File: src/rtl/me_pixel_feeder_if.sv
// Shared pixel-memory read port: the feeder drives the request side (master),
// the memory returns data RD_LAT cycles later (slave).
interface me_pixel_feeder_if #(
  parameter int MEM_W  = 64,
  parameter int ADDR_W = 26
);
  logic              mem_rd_en;
  logic              mem_rd_sel;
  logic [ADDR_W-1:0] mem_rd_addr;
  logic [MEM_W-1:0]  mem_rd_data;

  modport master (output mem_rd_en, mem_rd_sel, mem_rd_addr, input mem_rd_data);
  modport slave  (input mem_rd_en, mem_rd_sel, mem_rd_addr, output mem_rd_data);
endinterface

File: src/rtl/me_pixel_feeder.sv
// Fetch engine feeding current/reference beats from a shared fixed-latency read port to the ME core.
// Optional macro ME_FEED_STATS_EN enables the saturating per-channel strobe counters cur_beats/ref_beats.
module me_pixel_feeder #(
  parameter int PIX_W      = 8,
  parameter int CUR_LANES  = 4,
  parameter int REF_LANES  = 8,
  parameter int CUR_ADDR_W = 24,
  parameter int REF_ADDR_W = 26,
  parameter int CUR_DEPTH  = 8294400,
  parameter int REF_DEPTH  = 23945760,
  parameter int RD_LAT     = 2,
  parameter int ARB_MODE   = 0,
  localparam int MEM_W     = REF_LANES * PIX_W,
  localparam int CUR_W     = CUR_LANES * PIX_W
) (
  input  logic                 clk,
  input  logic                 rst,
  input  logic                 restart,
  input  logic                 need_cur,
  input  logic                 need_ref,
  output logic [CUR_W-1:0]     cur_in,
  output logic                 cur_valid,
  output logic [MEM_W-1:0]     ref_in,
  output logic                 ref_valid,
  me_pixel_feeder_if.master    mem,
  output logic                 cur_frame_done,
  output logic                 ref_frame_done,
  output logic [31:0]          cur_beats,
  output logic [31:0]          ref_beats
);

  localparam logic [CUR_ADDR_W-1:0] CUR_LAST = CUR_ADDR_W'(CUR_DEPTH - 1);
  localparam logic [REF_ADDR_W-1:0] REF_LAST = REF_ADDR_W'(REF_DEPTH - 1);

  logic                  busy_cur_r;
  logic                  busy_ref_r;
  logic                  rr_ptr_r;
  logic [CUR_ADDR_W-1:0] cur_addr_r;
  logic [REF_ADDR_W-1:0] ref_addr_r;
  logic [RD_LAT-1:0]     tag_vld_r;
  logic [RD_LAT-1:0]     tag_sel_r;

  logic elig_cur_s;
  logic elig_ref_s;
  logic gnt_cur_s;
  logic gnt_ref_s;
  logic cur_wrap_s;
  logic ref_wrap_s;
  logic ret_cur_s;
  logic ret_ref_s;

  // Arbitration and read-port drive; nothing issues during reset or in a restart cycle.
  always_comb begin
    elig_cur_s = need_cur & ~busy_cur_r & ~restart & rst;
    elig_ref_s = need_ref & ~busy_ref_r & ~restart & rst;
    gnt_cur_s  = 1'b0;
    gnt_ref_s  = 1'b0;
    if ((ARB_MODE == 1) && elig_cur_s && elig_ref_s) begin
      gnt_cur_s = ~rr_ptr_r;
      gnt_ref_s = rr_ptr_r;
    end else if (elig_cur_s) begin
      gnt_cur_s = 1'b1;
    end else if (elig_ref_s) begin
      gnt_ref_s = 1'b1;
    end else begin
      gnt_cur_s = 1'b0;
      gnt_ref_s = 1'b0;
    end

    cur_wrap_s = (cur_addr_r == CUR_LAST);
    ref_wrap_s = (ref_addr_r == REF_LAST);

    mem.mem_rd_en  = gnt_cur_s | gnt_ref_s;
    mem.mem_rd_sel = gnt_ref_s;
    if (gnt_ref_s) begin
      mem.mem_rd_addr = ref_addr_r;
    end else if (gnt_cur_s) begin
      mem.mem_rd_addr = REF_ADDR_W'(cur_addr_r);
    end else begin
      mem.mem_rd_addr = {REF_ADDR_W{1'b0}};
    end

    cur_frame_done = gnt_cur_s & cur_wrap_s;
    ref_frame_done = gnt_ref_s & ref_wrap_s;

    // A return landing in a restart cycle belongs to the abandoned stream.
    ret_cur_s = tag_vld_r[RD_LAT-1] & ~tag_sel_r[RD_LAT-1] & ~restart;
    ret_ref_s = tag_vld_r[RD_LAT-1] &  tag_sel_r[RD_LAT-1] & ~restart;
  end

  // Counters, busy flags, tag pipeline and registered return path.
  always_ff @(posedge clk or negedge rst) begin
    if (!rst) begin
      busy_cur_r <= 1'b0;
      busy_ref_r <= 1'b0;
      rr_ptr_r   <= 1'b0;
      cur_addr_r <= {CUR_ADDR_W{1'b0}};
      ref_addr_r <= {REF_ADDR_W{1'b0}};
      tag_vld_r  <= {RD_LAT{1'b0}};
      tag_sel_r  <= {RD_LAT{1'b0}};
      cur_in     <= {CUR_W{1'b0}};
      ref_in     <= {MEM_W{1'b0}};
      cur_valid  <= 1'b0;
      ref_valid  <= 1'b0;
    end else if (restart) begin
      busy_cur_r <= 1'b0;
      busy_ref_r <= 1'b0;
      cur_addr_r <= {CUR_ADDR_W{1'b0}};
      ref_addr_r <= {REF_ADDR_W{1'b0}};
      tag_vld_r  <= {RD_LAT{1'b0}};
      tag_sel_r  <= {RD_LAT{1'b0}};
      cur_valid  <= 1'b0;
      ref_valid  <= 1'b0;
    end else begin
      for (int i = RD_LAT - 1; i > 0; i--) begin
        tag_vld_r[i] <= tag_vld_r[i-1];
        tag_sel_r[i] <= tag_sel_r[i-1];
      end
      tag_vld_r[0] <= gnt_cur_s | gnt_ref_s;
      tag_sel_r[0] <= gnt_ref_s;

      cur_valid <= ret_cur_s;
      ref_valid <= ret_ref_s;
      if (ret_cur_s) begin
        cur_in <= mem.mem_rd_data[CUR_W-1:0];
      end else begin
        cur_in <= cur_in;
      end
      if (ret_ref_s) begin
        ref_in <= mem.mem_rd_data;
      end else begin
        ref_in <= ref_in;
      end

      // Busy clears at the end of the strobe cycle, so re-issue lands one cycle after it.
      busy_cur_r <= gnt_cur_s | (busy_cur_r & ~cur_valid);
      busy_ref_r <= gnt_ref_s | (busy_ref_r & ~ref_valid);

      if (gnt_cur_s) begin
        cur_addr_r <= cur_wrap_s ? {CUR_ADDR_W{1'b0}} : cur_addr_r + CUR_ADDR_W'(1);
      end else begin
        cur_addr_r <= cur_addr_r;
      end
      if (gnt_ref_s) begin
        ref_addr_r <= ref_wrap_s ? {REF_ADDR_W{1'b0}} : ref_addr_r + REF_ADDR_W'(1);
      end else begin
        ref_addr_r <= ref_addr_r;
      end

      if (gnt_cur_s) begin
        rr_ptr_r <= 1'b1;
      end else if (gnt_ref_s) begin
        rr_ptr_r <= 1'b0;
      end else begin
        rr_ptr_r <= rr_ptr_r;
      end
    end
  end

`ifdef ME_FEED_STATS_EN
  // Saturating strobe counters, cleared by reset and restart.
  always_ff @(posedge clk or negedge rst) begin
    if (!rst) begin
      cur_beats <= 32'd0;
      ref_beats <= 32'd0;
    end else if (restart) begin
      cur_beats <= 32'd0;
      ref_beats <= 32'd0;
    end else begin
      if (ret_cur_s && (cur_beats != 32'hFFFF_FFFF)) begin
        cur_beats <= cur_beats + 32'd1;
      end else begin
        cur_beats <= cur_beats;
      end
      if (ret_ref_s && (ref_beats != 32'hFFFF_FFFF)) begin
        ref_beats <= ref_beats + 32'd1;
      end else begin
        ref_beats <= ref_beats;
      end
    end
  end
`else
  assign cur_beats = 32'd0;
  assign ref_beats = 32'd0;
`endif

endmodule

File: src/flat_wrapper.sv
// flat-port wrapper written by rule: the top's interface ports become plain ports
module me_pixel_feeder_flat 
#(
  parameter int PIX_W      = 8,
  parameter int CUR_LANES  = 4,
  parameter int REF_LANES  = 8,
  parameter int CUR_ADDR_W = 24,
  parameter int REF_ADDR_W = 26,
  parameter int CUR_DEPTH  = 8294400,
  parameter int REF_DEPTH  = 23945760,
  parameter int RD_LAT     = 2,
  parameter int ARB_MODE   = 0,
  localparam int MEM_W     = REF_LANES * PIX_W,
  localparam int CUR_W     = CUR_LANES * PIX_W
)
  (clk, rst, restart, need_cur, need_ref, cur_in, cur_valid, ref_in, ref_valid, cur_frame_done, ref_frame_done, cur_beats, ref_beats, mem_mem_rd_en, mem_mem_rd_sel, mem_mem_rd_addr, mem_mem_rd_data);
  me_pixel_feeder_if #(.MEM_W((REF_LANES * PIX_W)), .ADDR_W(26)) mem_i ();
  input  logic clk;
  input  logic rst;
  input  logic restart;
  input  logic need_cur;
  input  logic need_ref;
  output logic [CUR_W-1:0] cur_in;
  output logic cur_valid;
  output logic [MEM_W-1:0] ref_in;
  output logic ref_valid;
  output logic cur_frame_done;
  output logic ref_frame_done;
  output logic [31:0] cur_beats;
  output logic [31:0] ref_beats;
  output wire logic [$bits(mem_i.mem_rd_en)-1:0] mem_mem_rd_en;
  output wire logic [$bits(mem_i.mem_rd_sel)-1:0] mem_mem_rd_sel;
  output wire logic [$bits(mem_i.mem_rd_addr)-1:0] mem_mem_rd_addr;
  input wire logic [$bits(mem_i.mem_rd_data)-1:0] mem_mem_rd_data;
  assign mem_mem_rd_en = mem_i.mem_rd_en;
  assign mem_mem_rd_sel = mem_i.mem_rd_sel;
  assign mem_mem_rd_addr = mem_i.mem_rd_addr;
  assign mem_i.mem_rd_data = mem_mem_rd_data;
  me_pixel_feeder #(.PIX_W(PIX_W), .CUR_LANES(CUR_LANES), .REF_LANES(REF_LANES), .CUR_ADDR_W(CUR_ADDR_W), .REF_ADDR_W(REF_ADDR_W), .CUR_DEPTH(CUR_DEPTH), .REF_DEPTH(REF_DEPTH), .RD_LAT(RD_LAT), .ARB_MODE(ARB_MODE)) u_core (.clk(clk), .rst(rst), .restart(restart), .need_cur(need_cur), .need_ref(need_ref), .cur_in(cur_in), .cur_valid(cur_valid), .ref_in(ref_in), .ref_valid(ref_valid), .mem(mem_i), .cur_frame_done(cur_frame_done), .ref_frame_done(ref_frame_done), .cur_beats(cur_beats), .ref_beats(ref_beats));
endmodule
File: config.mk
export PLATFORM = sky130hd
export DESIGN_NAME = me_pixel_feeder_flat
export DESIGN_NICKNAME = d
export VERILOG_FILES = /design/src/rtl/me_pixel_feeder_if.sv /design/src/rtl/me_pixel_feeder.sv /design/src/flat_wrapper.sv
export SDC_FILE = /design/constraint.sdc
export NUM_CORES = 1
export LEC_CHECK = 0
export CAP_MARGIN = 20
export CELL_PAD_IN_SITES_DETAIL_PLACEMENT = 0
export CELL_PAD_IN_SITES_GLOBAL_PLACEMENT = 1
export CORE_ASPECT_RATIO = 1.1
export CORE_MARGIN = 4
export CORE_UTILIZATION = 31
export CTS_CLUSTER_SIZE = 12
export DETAILED_ROUTE_END_ITERATION = 12
export PLACE_DENSITY = 0.88
export SLEW_MARGIN = 20
export SYNTH_ARGS = -nofsm -noshare
export SYNTH_HDL_FRONTEND = slang
export SYNTH_SLANG_ARGS = --single-unit
export TNS_END_PERCENT = 5
File: constraint.sdc
create_clock -name clk -period 1.8 [get_ports clk]
set_input_delay 0.36 -clock clk [delete_from_list [all_inputs] [get_ports clk]]
set_output_delay 0.36 -clock clk [all_outputs]
set_load 0.02 [all_outputs]
Word-level counts from Yosys, hierarchy flattened
Cells that the tools add are included.
{ "op_classes": {"bitwise_logic": 23, "n_reduce_logical": 4, "n_lt_le_gt_ge": 0, "muxes": 17, "div_mod_pow": 0, "n_eq_ne": 2, "mul": 0, "addsub": 2, "shift": 0} }
{ "ops": {"columns": ["cell", "count"], "rows": [
  ["2-to-1 mux 26 bit", 4],
  ["2-to-1 mux 24 bit", 4],
  ["adder 26 x 1 -> 26 bit (second input constant)", 1],
  ["equality test 26 x 25 -> 1 bit (second input constant)", 1],
  ["adder 24 x 1 -> 24 bit (second input constant)", 1],
  ["equality test 24 x 23 -> 1 bit (second input constant)", 1],
  ["bitwise AND 1 bit", 14],
  ["2-to-1 mux 1 bit", 7],
  ["inverter 1 bit", 6],
  ["2-to-1 mux 2 bit", 2],
  ["AND reduction 2 bit", 2],
  ["nonzero test 2 bit", 2],
  ["bitwise OR 1 bit", 3]
]} }
{ "totals": {"input_bits": 69, "latch_bits": 0, "ramBits": 0, "out_inout_bits": 192, "mem_bits_ro": 0, "reg_bits": 154, "word_cells": 58, "mem_count": 0} }

Logic depth before layout (Yosys ltp)
Gate-level depths: netlist (run 1).
{ "depth": {"ltp_word": 8, "ltp_mapped": 8} }

Least setup slack after synthesis (run 1)
No wires, ideal clock.
{ "synth_timing": {"kind": "reg2out", "startpoint": "reg u_core.ref_addr_r[0]", "endpoint": "out ref_frame_done", "slack_ns": -0.367, "path_stages_with_launch": 5, "path_buffers": 0, "t_required_ns": 1.440, "t_arrival_ns": 1.807, "path_cell_list": "dfrtp_1 -> ha_1 -> nand4_4 -> or4_4 -> nor3_1"} }
{ "synth_via": {"elab_chain_cells": 2} }
{ "synth_rtl": {"columns": ["item", "line", "source"], "rows": [
  ["start: declaration", "me_pixel_feeder.sv:39", "logic [REF_ADDR_W-1:0] ref_addr_r;"],
  ["start signal: assignment", "me_pixel_feeder.sv:98", "ref_addr_r <= {REF_ADDR_W{1'b0}};"],
  ["start signal: assignment", "me_pixel_feeder.sv:109", "ref_addr_r <= {REF_ADDR_W{1'b0}};"],
  ["start signal: assignment", "me_pixel_feeder.sv:145", "ref_addr_r <= ref_wrap_s ? {REF_ADDR_W{1'b0}} : ref_addr_r + REF_ADDR_W'(1);"],
  ["equality test 26 x 25 -> 1 bit", "me_pixel_feeder.sv:71", "ref_wrap_s = (ref_addr_r == REF_LAST);"],
  ["bitwise AND 1 bit", "me_pixel_feeder.sv:84", "ref_frame_done = gnt_ref_s & ref_wrap_s;"],
  ["end: declaration", "flat_wrapper.sv:28", "output logic ref_frame_done;"]
]} }
No other way between the ends.

Worst setup path after layout (run 1)
{ "layout_timing": {"startpoint": "in need_ref", "endpoint": "out mem_mem_rd_addr[6]"} }
{ "layout_via": {"elab_chain_cells": 6} }
{ "layout_rtl": {"columns": ["item", "line", "source"], "rows": [
  ["start: declaration", "flat_wrapper.sv:22", "input logic need_ref;"],
  ["bitwise AND 1 bit (3 in series)", "me_pixel_feeder.sv:55", "elig_ref_s = need_ref & ~busy_ref_r & ~restart & rst;"],
  ["2-to-1 mux 1 bit", "me_pixel_feeder.sv:63", "end else if (elig_ref_s) begin"],
  ["2-to-1 mux 1 bit", "me_pixel_feeder.sv:61", "end else if (elig_cur_s) begin"],
  ["2-to-1 mux 26 bit", "me_pixel_feeder.sv:75", "if (gnt_ref_s) begin"],
  ["end: declaration", "flat_wrapper.sv:33", "output wire logic [$bits(mem_i.mem_rd_addr)-1:0] mem_mem_rd_addr;"]
]} }
No other way between the ends.

==> impl_metrics.tcl, run 1 <==
set metrics [dict create \
    grt_setup_unrepaired "true" \
    clk_pin_slew_ps 70 \
    crit-reg2reg-launch "u_core.ref_addr_r[1]" \
    yosys_warnings 0 \
    h-tree-depth 4 \
    dr_total_vias 6638 \
    ys_async_sr_fraction_pct 100 \
    clkPwrFrac_pct 39.2 \
    hold_viol 0 \
    max_freq_mhz 440 \
    violations "negative setup slack" \
    synthesis.area_sq_um 7530 \
    fin_util_pct 49.0 \
    clockRootBuffer "clkbuf_16" \
    relSlewSlack_pct 48.1 \
    critPathMaxFanout 7 \
    ff2ff_path_depth 8 \
    hpwlAfterDp_um 17000 \
    intPower_mw 6.47 \
    cts_tree "done" \
    crit_path_start "need_ref" \
    chipWidth_um 157 \
    cp_slowest_stage_delay_ps 520 \
    finalCritPeriodShare_pct 126 \
    power_density_nw_per_um2 782 \
    wl_met2_um 11200 \
    top_layer "met4" \
    core-area_sq_um 23800 \
    numCtsBuffers 17 \
    setup.worst_path.class "in2out" \
    whs_ps 226 \
    clk_latency_ps 420 \
    postRouteWirelength_um 23300 \
    syn_to_final_growth_pct 54.6 \
    p_leak_nw 6.30 \
    met1_length_um 9210 \
    drive_above_1_share_pct 26.2 \
    viasPerCell 4.74 \
    synthCells 779 \
    crit_arrival_ps 1910 \
    maxSlewViolCount 0 \
    portBuffers 196 \
    clkSinkCount 154 \
    grt_max_degree 58 \
    period_minus_slack_ps 2270 \
    start_util_pct 31.7 \
    seq_power_share_pct 42.3 \
    r2r-end "u_core.ref_addr_r[7]" \
    setup_violations 65 \
    pin_count 261 \
    routabilityCongestion 0.911 \
    required_ps 1440 \
    swShare_pct 29.0 \
    dr.pass1.iters 5 \
    fin_skew_ps 18.9 \
    ys_seq_area_share_pct 51.2 \
    nets 1153 \
    ant_nets 0 \
    drt_iter0_markers 306 \
    synth_top_flop_cell "dfrtp_1" \
    worstSetupEndpoint "mem_mem_rd_addr[6]" \
    worst_pin_slew_ps 779 \
    detail_route.wl_per_cell_um 16.6 \
    ys_ff_latch 154 \
    synth_cell_types 62 \
    rows 59 \
    antenna_found_initial 1 \
    grt_pass1_wl_um 36300 \
    met3_length_um 2500 \
    nFillCells 2198 \
    worstPathCellList "clkdlybuf4s50_1 -> nand2b_4 -> or3_4 -> buf_12 -> clkinv_8 -> a22o_4 -> buf_6" \
    critPathLaunchType "input port" \
    drc_errors 0 \
    regToRegSetupSlack_ps -360 \
    cap_violations 0 \
    grt_pass1_vias 6651 \
    outcome "finished with violations" \
    min_path_type "in2async" \
    p_switching_mw 2.64 \
    cp-end-kind "primary output" \
    synth_edf_count 0 \
    ir_drop_v 0.000693 \
    die_h_um 171 \
    finalWorstSetupSlack_ps -471 \
    die_area_sq_um 26800 \
    grt_overflow 0 \
    clockBufferDepth 2 \
    power_frac_comb_pct 18.5 \
    slowest_stage "clkdlybuf4s50_1" \
    synth.avg_cell_area_sq_um 9.67 \
    grt_usage_pct 17.1 \
]
==> cells by family (layout without fill, tap and decap cells) <==
logic type      Yosys count  count (layout)  synth area share, %
compound gates           93              93                 9.07
xor+xnor                 25              25                 2.91
fa+ha+maj                 2               2                0.332
buf+inv                 111             363                 9.40
flops                   154             154                 51.2
mux                      35              35                 5.18
other cells               1              65               0.0498
simple gates            358             358                 21.9
==> power groups by stage <==
stage	combinational, mW	clock, mW	sequential (mW)
floorplan	0.555	0	4.22
global placement	1.67	0	3.90
detailed placement	1.69	0	3.92
CTS	1.72	3.68	3.86
global route	1.80	3.83	3.89
finish	1.68	3.57	3.85
==> cell usage in the layout, fill, tap and decap left out, types with 6 or more instances in the layout <==
cell type / Yosys / final
clkbuf_16: 0 / 17
xor2_1: 9 / 9
buf_6: 3 / 36
nand4_1: 12 / 12
a31oi_1: 15 / 15
and3_1: 6 / 6
nand2_1: 218 / 216
conb_1: 1 / 64
inv_6: 0 / 7
buf_12: 0 / 10
a22o_1: 22 / 7
a41oi_1: 6 / 6
dlymetal6s2s_1: 0 / 51
a21oi_1: 11 / 6
clkdlybuf4s50_1: 0 / 105
nor4_1: 9 / 8
o21ai_0: 16 / 10
dlygate4sd2_1: 0 / 9
nor3_1: 11 / 10
mux2_2: 32 / 32
xnor2_1: 16 / 16
nor2_1: 40 / 37
dfrtp_1: 154 / 153
buf_4: 65 / 107
a22o_4: 0 / 15
nand3_1: 16 / 14
inv_1: 7 / 6
==> critical path: cells and delay by family <==
kind / cells / cell delay (ps)
simple gates: 2 / 550
buf+inv: 4 / 870
compound gates: 1 / 130
==> cell type report <==
class                           instances  area, sq um  area share, %
Sequential cell                       154         3850           33.1
Multi-Input combinational cell        577         3540           30.4
Timing Repair Buffer                  320         3200           27.5
Clock buffer                           17          425           3.66
Tap cell                              305          382           3.28
Clock inverter                         14          149           1.28
Inverter                                9         46.3          0.398
Timing Repair inverter                  3         41.3          0.355
Antenna cell                            1         2.50         0.0215
==> worst min-delay path by stage <==
stage | from | endpoint
detailed placement | rst | u_core.tag_sel_r[0]
finish | rst | u_core.cur_valid
CTS | rst | u_core.ref_in[10]
global route | rst | u_core.cur_valid
floorplan | rst | u_core.busy_cur_r
global placement | rst | u_core.ref_addr_r[10]
==> registers in the layout, indices dropped and copies added (netlist names) <==
signal             cells
u_core.cur_in         32
u_core.cur_addr_r     24
u_core.ref_in         64
u_core.ref_addr_r     26
u_core.tag_sel_r       2
u_core.busy_cur_r      1
u_core.tag_vld_r       2
u_core.cur_valid       1
u_core.busy_ref_r      1
u_core.ref_valid       1
==> per-layer routing <==
layer / global-route usage [%] / vias up
met1: 21.2 / 3201
met3: 7.07 / 23
li1: - / 3121
met5: 0 / -
met2: 28.0 / 293
met4: 4.30 / 0
==> through the flow <==
| stage | TNS (ps) | power, mW | cell area, sq um | setup slack, ps | std cells |
|---|---|---|---|---|---|
| 3_5_place_dp | -88440 | 5.61 | 10600 | -1060 | 1359 |
| 5_1_grt | -21930 | 9.52 | 11600 | -530 | 1400 |
| 6_report | -18050 | 9.11 | 11600 | -471 | 1400 |
| 3_3_place_gp | -83730 | 5.57 | 10600 | -1020 | 1359 |
| 2_1_floorplan | -3220 | 4.78 | 7950 | -147 | 842 |
| 4_1_cts | -15880 | 9.25 | 11400 | -511 | 1395 |
==> cell usage after synthesis (12+ instances only) <==
cell type,count,area (sq um)
nor2_1,40,150
o21ai_0,16,80.1
a31oi_1,15,93.8
mux2_2,32,360
a22o_1,22,193
nand2_1,218,818
buf_4,65,488
clkbuf_1,18,67.6
xnor2_1,16,140
dfrtp_1,154,3850
nand3_1,16,80.1
nand4_1,12,75.1
==> what timing repair did <==
| action | CTS | global route |
|---|---|---|
| buffers inserted | 1 | 4 |
| setup endpoints to repair | 86 | 130 |
| hold buffers | 1 | 0 |
| pin swaps | 32 | 16 |
| hold endpoints to repair | 13 | 0 |
| gates resized for setup | 199 | 77 |
| gates cloned | 3 | 0 |
(Power assumes the default switching activity.)
==> inputs of run 2 (changes only) <==
CORE_MARGIN = unset   (was 4)
==> impl_metrics.tcl, run 2 (same netlist as run 1, synthesis figures left out) <==
set metrics [dict create \
    outcome "finished with violations" \
    violations "negative setup slack" \
    finalCritPeriodShare_pct 123 \
    critPathMaxFanout 6 \
    whs_ps 118 \
    fin_skew_ps 13.6 \
    h-tree-depth 4 \
    pin_count 261 \
    clkPwrFrac_pct 39.5 \
    antenna_found_initial 1 \
    swShare_pct 30.0 \
    drc_errors 0 \
    cp_slowest_stage_delay_ps 520 \
    final_common_cell "nand2_1" \
    cp-end-kind "primary output" \
    max_freq_mhz 450 \
    portBuffers 196 \
    grt_pass1_vias 6678 \
    grt_pass1_wl_um 35200 \
    worst_pin_slew_ps 882 \
    core-area_sq_um 23800 \
    critPathLaunchType "input port" \
    diodes 0 \
    power_density_nw_per_um2 789 \
    dr.pass1.iters 7 \
    cp_num_buf_inv 3 \
    syn_to_final_growth_pct 53.7 \
    worstPathCellList "clkdlybuf4s50_1 -> nand2b_4 -> or3_4 -> clkinv_4 -> a22o_1 -> buf_6" \
    rows 59 \
    placement.cell_area_sq_um 10600 \
    postRouteWirelength_um 22500 \
    power_frac_comb_pct 18.3 \
    nFillCells 2187 \
    power_mw 9.13 \
    min_path_type "in2async" \
    crit_arrival_ps 1860 \
    crit_family "buffers and inverters" \
    setup_violations 65 \
    regMostFlops "u_core.ref_in" \
    cts_tree "done" \
    start_util_pct 31.7 \
    grt_overflow 0 \
    relSlewSlack_pct 41.2 \
    dr_total_vias 6649 \
    layout_common_cells "217 x nand2_1, 154 x dfrtp_1, 119 x clkdlybuf4s50_1, 113 x buf_4, 64 x conb_1" \
    fin_area_sq_um 11600 \
    dp_slack_ps -1020 \
    chipWidth_um 151 \
    ant_nets 0 \
    die_area_sq_um 24900 \
    grt_setup_unrepaired "true" \
    finalWorstSetupSlack_ps -423 \
    hpwlAfterDp_um 16100 \
    setup.worst_path.class "in2out" \
    clockRootBuffer "clkbuf_16" \
    grt_max_degree 68 \
    numCtsBuffers 17 \
    clk_latency_ps 420 \
    routabilityCongestion 0.893 \
    hold_viol 0 \
    crit-reg2reg-launch "u_core.busy_ref_r" \
    clk_pin_slew_ps 80 \
    cap_violations 0 \
    grt_usage_pct 18.5 \
    p_leak_nw 6.03 \
    drive_above_1_share_pct 26.6 \
    die_h_um 165 \
    drt_iter0_markers 318 \
    crit_path_start "need_ref" \
    ir_drop_v 0.000588 \
    clockBufferDepth 2 \
    viasPerCell 4.75 \
    slowest_stage "clkdlybuf4s50_1" \
    p_switching_mw 2.74 \
    period_minus_slack_ps 2220 \
    nets 1154 \
    seq_power_share_pct 42.2 \
    clkSinkCount 154 \
    intPower_mw 6.38 \
    largest_reg_flops 64 \
    required_ps 1440 \
    maxSlewViolCount 0 \
    detail_route.wl_per_cell_um 16.0 \
    biggestRegsByFlops "u_core.ref_in x64, u_core.cur_in x32, u_core.ref_addr_r x26" \
]
-- run 2: cell count changes in the layout (fill, tap and decap cells not counted), moves of 3 or more --
cell and change:
buf_12 -4, a21oi_2 +3, nor4_2 +3, buf_4 +6, clkdlybuf4s50_1 +14, clkinv_8 +3, dlymetal6s2s_1 -15, inv_6 -3
-- run 2: worst reg2reg max path, cell delays in order (launching register included) --
cell	delay [ps]
dfrtp_1	380
nand2b_4	140
or3_4	460
buf_6	190
buf_4	130
buf_6	130
o31ai_4	240
o22ai_1	130
a21o_1	200
-- run 2: area by class of cell --
class	instances	area, sq um	share of cell area, %
Sequential cell	154	3850	33.3
Multi-Input combinational cell	577	3540	30.6
Timing Repair Buffer	321	3110	26.9
Clock buffer	17	425	3.68
Tap cell	305	382	3.30
Clock inverter	15	166	1.44
Inverter	9	46.3	0.400
Timing Repair inverter	3	41.3	0.357
-- run 2: routing by layer --
layer / vias up / share of wire, % / global-route usage [%]
li1: 3133 / - / -
met1: 3212 / 40 / 21.6
met2: 264 / 49 / 30.6
met3: 38 / 9.3 / 7.39
met4: 2 / 2.1 / 6.45
met5: - / 0.053 / 0
-- run 2: power groups by stage --
| stage | Clock (mW) | Combinational (mW) | Sequential, mW |
|---|---|---|---|
| final | 3.61 | 1.67 | 3.85 |
| after global routing | 3.84 | 1.80 | 3.88 |
| after CTS | 3.71 | 1.70 | 3.86 |
| after detailed placement | 0 | 1.67 | 3.92 |
| after global placement | 0 | 1.65 | 3.90 |
| after floorplan | 0 | 0.555 | 4.22 |
-- run 2: final timing paths --
path / slack, ps / end / cells after the start
max in group asynchronous: 670 / u_core.ref_in[14] / 4
worst max register to register: -300 / u_core.ref_addr_r[8] / 8
worst min-delay path: 120 / u_core.ref_addr_r[8] / 3
worst max-delay path: -420 / mem_mem_rd_addr[2] / 6
min in group clk: 320 / u_core.tag_vld_r[0] / 4
worst min register to register: 470 / u_core.ref_in[12] / 2
-- run 2: timing repair --
action / CTS / global route
hold buffers: 1 / 0
resized for setup: 196 / 65
gates cloned: 3 / 0
buffers inserted: 6 / 2
endpoints found under the hold margin: 11 / 0
setup endpoints to repair: 87 / 115
pin swaps: 28 / 16
-- run 2: metrics by stage --
step | setup TNS [ps] | cells | utilization [%]
6_report | -16930 | 1401 | 48.7
4_1_cts | -14980 | 1399 | 47.8
3_5_place_dp | -74860 | 1357 | 44.5
3_3_place_gp | -70860 | 1357 | 44.5
2_1_floorplan | -3220 | 842 | -
5_1_grt | -22250 | 1401 | 48.7
